[config.mk]
export PLATFORM = sky130hd
export DESIGN_NAME = cp0_regfile
export DESIGN_NICKNAME = d
export VERILOG_FILES = /design/src/rtl/cp0_regfile_pkg.sv /design/src/rtl/cp0_regfile.sv
export SDC_FILE = /design/constraint.sdc
export NUM_CORES = 1
export LEC_CHECK = 0
export CORE_MARGIN = 4
export CORE_UTILIZATION = 26
export CTS_BUF_LIST = sky130_fd_sc_hd__clkbuf_4
export DETAILED_ROUTE_END_ITERATION = 7
export DONT_BUFFER_PORTS = 1
export GPL_TIMING_DRIVEN = 1
export SLEW_MARGIN = 15
export SYNTH_ARGS = -nofsm -noshare
export SYNTH_HDL_FRONTEND = slang
export SYNTH_SLANG_ARGS = --single-unit
[constraint.sdc]
create_clock -name clk -period 3.2 [get_ports clk]
set_input_delay 0.48 -clock clk [delete_from_list [all_inputs] [get_ports clk]]
set_output_delay 0.48 -clock clk [all_outputs]
set_load 0.05 [all_outputs]
[src/rtl/cp0_regfile_pkg.sv]
// Shared CP0 definitions: register numbers, exception codes and reset/constant values.
package cp0_regfile_pkg;

   localparam logic [4:0] CP0_COUNT   = 5'd9;
   localparam logic [4:0] CP0_COMPARE = 5'd11;
   localparam logic [4:0] CP0_STATUS  = 5'd12;
   localparam logic [4:0] CP0_CAUSE   = 5'd13;
   localparam logic [4:0] CP0_EPC     = 5'd14;
   localparam logic [4:0] CP0_PRID    = 5'd15;
   localparam logic [4:0] CP0_CONFIG  = 5'd16;

   localparam logic [31:0] EXC_INTERRUPT = 32'h0000_0001;
   localparam logic [31:0] EXC_SYSCALL   = 32'h0000_0008;
   localparam logic [31:0] EXC_INST_INV  = 32'h0000_000a;
   localparam logic [31:0] EXC_OVERFLOW  = 32'h0000_000c;
   localparam logic [31:0] EXC_TRAP      = 32'h0000_000d;
   localparam logic [31:0] EXC_ERET      = 32'h0000_000e;

   localparam logic [31:0] STATUS_RST  = 32'h1000_0000;
   localparam logic [31:0] PRID_VAL    = 32'h004C_0102;
   localparam logic [31:0] CONFIG_VAL  = 32'h0000_8000;
   // Software-writable Cause bits: IV, WP, IP[1:0]
   localparam logic [31:0] CAUSE_WMASK = 32'h00C0_0300;

   typedef struct packed {
      logic       valid;
      logic       eret;
      logic [4:0] code;
   } exc_t;

   function automatic exc_t decode_exc(input logic [31:0] et);
      exc_t e;
      e = '{valid: 1'b1, eret: 1'b0, code: 5'h00};
      case (et)
         EXC_INTERRUPT: e.code = 5'h00;
         EXC_SYSCALL:   e.code = 5'h08;
         EXC_INST_INV:  e.code = 5'h0a;
         EXC_OVERFLOW:  e.code = 5'h0c;
         EXC_TRAP:      e.code = 5'h0d;
         EXC_ERET:      e.eret = 1'b1;
         default:       e.valid = 1'b0;
      endcase
      return e;
   endfunction

endpackage

[src/rtl/cp0_regfile.sv]
// MIPS CP0 register file: Count/Compare timer, Status, Cause, EPC, constant PrId/Config,
// with exception entry/eret bookkeeping committed from writeback.
module cp0_regfile
   import cp0_regfile_pkg::*;
(
   input  logic        clk,
   input  logic        rst,
   input  logic        we_i,
   input  logic [4:0]  waddr_i,
   input  logic [31:0] data_i,
   input  logic [4:0]  raddr_i,
   input  logic [5:0]  int_i,
   input  logic [31:0] excepttype_i,
   input  logic [31:0] current_inst_addr_i,
   input  logic        is_in_delayslot_i,
   output logic [31:0] data_o,
   output logic [31:0] count_o,
   output logic [31:0] compare_o,
   output logic [31:0] status_o,
   output logic [31:0] cause_o,
   output logic [31:0] epc_o,
   output logic [31:0] config_o,
   output logic [31:0] prid_o,
   output logic        timer_int_o
);

   logic [31:0] count_q, count_d;
   logic [31:0] compare_q, compare_d;
   logic [31:0] status_q, status_d;
   logic [31:0] cause_q, cause_d;
   logic [31:0] epc_q, epc_d;
   logic        timer_q, timer_d;
   exc_t        exc;

   always_comb begin
      count_d   = count_q + 32'd1;
      compare_d = compare_q;
      status_d  = status_q;
      cause_d   = cause_q;
      epc_d     = epc_q;
      timer_d   = timer_q | ((compare_q != 32'd0) && (count_q == compare_q));
      exc       = decode_exc(excepttype_i);

      if (we_i) begin
         case (waddr_i)
            CP0_COUNT:   count_d = data_i;
            CP0_COMPARE: begin
               compare_d = data_i;
               timer_d   = 1'b0;
            end
            CP0_STATUS:  status_d = data_i;
            CP0_CAUSE:   cause_d  = (cause_q & ~CAUSE_WMASK) | (data_i & CAUSE_WMASK);
            CP0_EPC:     epc_d    = data_i;
            default:     ;
         endcase
      end

      cause_d[15:10] = int_i;

      // Exception updates come last so they override any same-cycle software write.
      if (exc.valid) begin
         if (exc.eret) begin
            status_d[1] = 1'b0;
         end else begin
            if (!status_q[1]) begin
               epc_d      = is_in_delayslot_i ? current_inst_addr_i - 32'd4 : current_inst_addr_i;
               cause_d[31] = is_in_delayslot_i;
            end
            status_d[1]   = 1'b1;
            cause_d[6:2]  = exc.code;
         end
      end
   end

   always_ff @(posedge clk) begin
      if (rst) begin
         count_q   <= 32'd0;
         compare_q <= 32'd0;
         status_q  <= STATUS_RST;
         cause_q   <= 32'd0;
         epc_q     <= 32'd0;
         timer_q   <= 1'b0;
      end else begin
         count_q   <= count_d;
         compare_q <= compare_d;
         status_q  <= status_d;
         cause_q   <= cause_d;
         epc_q     <= epc_d;
         timer_q   <= timer_d;
      end
   end

   always_comb begin
      case (raddr_i)
         CP0_COUNT:   data_o = count_q;
         CP0_COMPARE: data_o = compare_q;
         CP0_STATUS:  data_o = status_q;
         CP0_CAUSE:   data_o = cause_q;
         CP0_EPC:     data_o = epc_q;
         CP0_PRID:    data_o = PRID_VAL;
         CP0_CONFIG:  data_o = CONFIG_VAL;
         default:     data_o = 32'd0;
      endcase
   end

   assign count_o     = count_q;
   assign compare_o   = compare_q;
   assign status_o    = status_q;
   assign cause_o     = cause_q;
   assign epc_o       = epc_q;
   assign config_o    = CONFIG_VAL;
   assign prid_o      = PRID_VAL;
   assign timer_int_o = timer_q;

endmodule

==> results.json <==
{
  "status": "finished, final reports clean",
  "syn_to_final_growth_pct": 18.2,
  "dp.cells": 1510,
  "synthDominantCellAreaShare_pct": 33.3,
  "crit_family": "flip-flops",
  "start_kind": "register",
  "grt_pass1_wl_mm": 56.9,
  "ios": 373,
  "vdd_ir_drop_max_mv": 0.167,
  "cts-htree-levels": 4,
  "critical_path.cell_chain": "mux2i_1 -> nor2_1 -> a221o_1 -> buf_4",
  "cts_tree": "built",
  "finalSetupViolations": 0,
  "gr-total-overflow": 0,
  "p_per_area_nw_per_um2": 360,
  "synth_most_common_cell": "nand2_1",
  "fin_hold_ws_ns": 0.0493,
  "avgSynthCellArea_sq_um": 8.19,
  "cts_buffers": 17,
  "ys_seq_area_share_pct": 33.3,
  "grt_pass1_vias": 7793,
  "drtPass1Iterations": 5,
  "layout_min_cycle_time_ns": 2.82,
  "hold_viol_final": 0,
  "synth_edf_count": 0,
  "worstMarginPinSlew_ns": 1.07,
  "vias": 8339,
  "setup-tns-final_ns": 0,
  "critical_path_class": "reg2out",
  "coreArea_sq_um": 32700,
  "post_cts_resized": 0,
  "gp_congestion": 0.921,
  "maxCapViolCount": 0,
  "period_share_pct": 88.1,
  "dieArea_sq_um": 36300,
  "max_slew_margin_pct": 28.9,
  "path_clk_slew_ns": 0.16,
  "dp_hpwl_mm": 29.8,
  "post_cts_buffers": 0,
  "critPathCaptureType": "output port",
  "die_w_microns": 190,
  "clock_latency_ns": 0.58,
  "cp_slowest_cell": "dfxtp_1",
  "ys_types": 60,
  "synth.largest_area_cell": "dfxtp_1",
  "maxSlewViolCount": 0,
  "synthArstFlopShare_pct": 0,
  "critPathMaxFanout": 5,
  "fin_cells": 1587,
  "avgRoutedWirePerCell_microns": 25.5,
  "postSynthCellCount": 1057,
  "drive_gt1_share_pct": 15.4,
  "num_rows": 66,
  "min_path_type": "in2reg",
  "cp.buffers_inverters": 1,
  "routed_via_density": 5.25,
  "antenna_found_initial": 3,
  "required_ns": 2.72,
  "ys_seq_elements": 144,
  "grt_max_degree": 140,
  "fin_util_pct": 31.3,
  "fmax_mhz": 355,
  "yosysWarningCount": 0,
  "netlist_top_cells_area": "dfxtp_1 33%, buf_4 7.0%, nand2_1 6.8%",
  "detail-route-antenna-nets": 0,
  "arrival_ns": 2.34,
  "nFillCells": 3520,
  "total_power_mw": 3.69,
  "syn-cell-area_sq_um": 8650,
  "synth_top_flop_cell": "dfxtp_1",
  "grt_setup_unrepaired": "no",
  "cts_max_path_buffers": 2,
  "nets": 1248,
  "die_y_microns": 190,
  "start_util_pct": 26.5,
  "cp_slowest_stage_delay_ns": 0.84,
  "routed_wl_mm": 40.4,
  "fin_worst_skew_ns": 0.0420,
  "cts_sinks": 144,
  "portBuffers": 0,
  "holdBufCountCts": 39,
  "synth_common_cells": "156 x nand2_1, 144 x dfxtp_1, 103 x nor2_1",
  "root_buffer": "clkbuf_4",
  "dr.first_iter.drc_count": 648,
  "grt_usage_pct": 21.2,
  "drc_errors": 0,
  "p_leak_nw": 3.53
}
state kept, by name, indices dropped and copies added, names as in the netlist:
register and flops:
compare_o 32, epc_o 32, status_o 32, timer_int_o 1, cause_o 15, count_o 32
power by group:
part	leakage [nW]	switching, mW	total (mW)	internal, mW
sequential	1.16	0.0794	1.90	1.82
combinational	2.22	0.414	0.551	0.137
clock	0.146	0.817	1.24	0.422
total	3.53	1.31	3.69	2.38
path summary, 6_finish.rpt:
check	slack [ns]	startpoint	endpoint	depth (start not counted)
worst max-delay path	0.38	compare_o[16]	data_o[16]	4
worst min-delay path	0.05	data_i[5]	status_o[5]	2
worst max register to register	1.11	count_o[3]	count_o[27]	6
worst min register to register	0.68	count_o[13]	count_o[13]	2
metrics by stage:
| stage | area [sq um] | worst slack [ns] |
|---|---|---|
| after floorplan | 8950 | 0.0355 |
| after global placement | 9490 | 0.522 |
| after detailed placement | 9490 | 0.537 |
| after CTS | 10200 | 0.331 |
| after global routing | 10200 | 0.212 |
| final | 10200 | 0.382 |
per-layer routing:
metal	share of wire, %	GRT usage, %	vias up
li1	-	-	3742
met1	41	27.4	4078
met2	44	32.4	443
met3	11	7.84	74
met4	3.7	8.09	2
met5	0.027	0	-
placed cells by master, fill, tap and decap left out, types with 8 or more instances in the layout:
| cell type | count |
|---|---|
| clkbuf_4 | 18 |
| a21oi_1 | 70 |
| nor2b_1 | 9 |
| a221o_1 | 25 |
| buf_4 | 69 |
| dlygate4sd3_1 | 42 |
| mux2i_1 | 34 |
| nor2_1 | 103 |
| o2bb2ai_1 | 12 |
| nand3_1 | 17 |
| conb_1 | 81 |
| a211oi_1 | 55 |
| nor3_1 | 8 |
| xnor2_1 | 53 |
| nand2_1 | 156 |
| mux2_2 | 32 |
| dfxtp_1 | 144 |
| nand4_1 | 26 |
| nor4_1 | 22 |
| xor2_1 | 37 |
| and3_1 | 9 |
| buf_12 | 17 |
layout make-up:
cell class	instances	area [sq um]	area share, %
Antenna cell	2	5.00	0.0489
Clock buffer	18	135	1.32
Clock inverter	14	150	1.47
Inverter	5	18.8	0.183
Multi-Input combinational cell	833	5180	50.6
Sequential cell	144	2880	28.2
Tap cell	442	553	5.41
Timing Repair Buffer	129	1310	12.8
cells by family after synthesis:
logic type,count (synthesis),synth area share [%]
xor gates and xnor gates,90,9.11
muxes,66,8.10
adders and majority gates,2,0.289
buffers and inverters,159,10.6
other,2,0.0868
and+or+nand+nor,399,22.5
AOI/OAI and AO/OA,195,16.0
DFF,144,33.3
(Power assumes the default switching activity.)
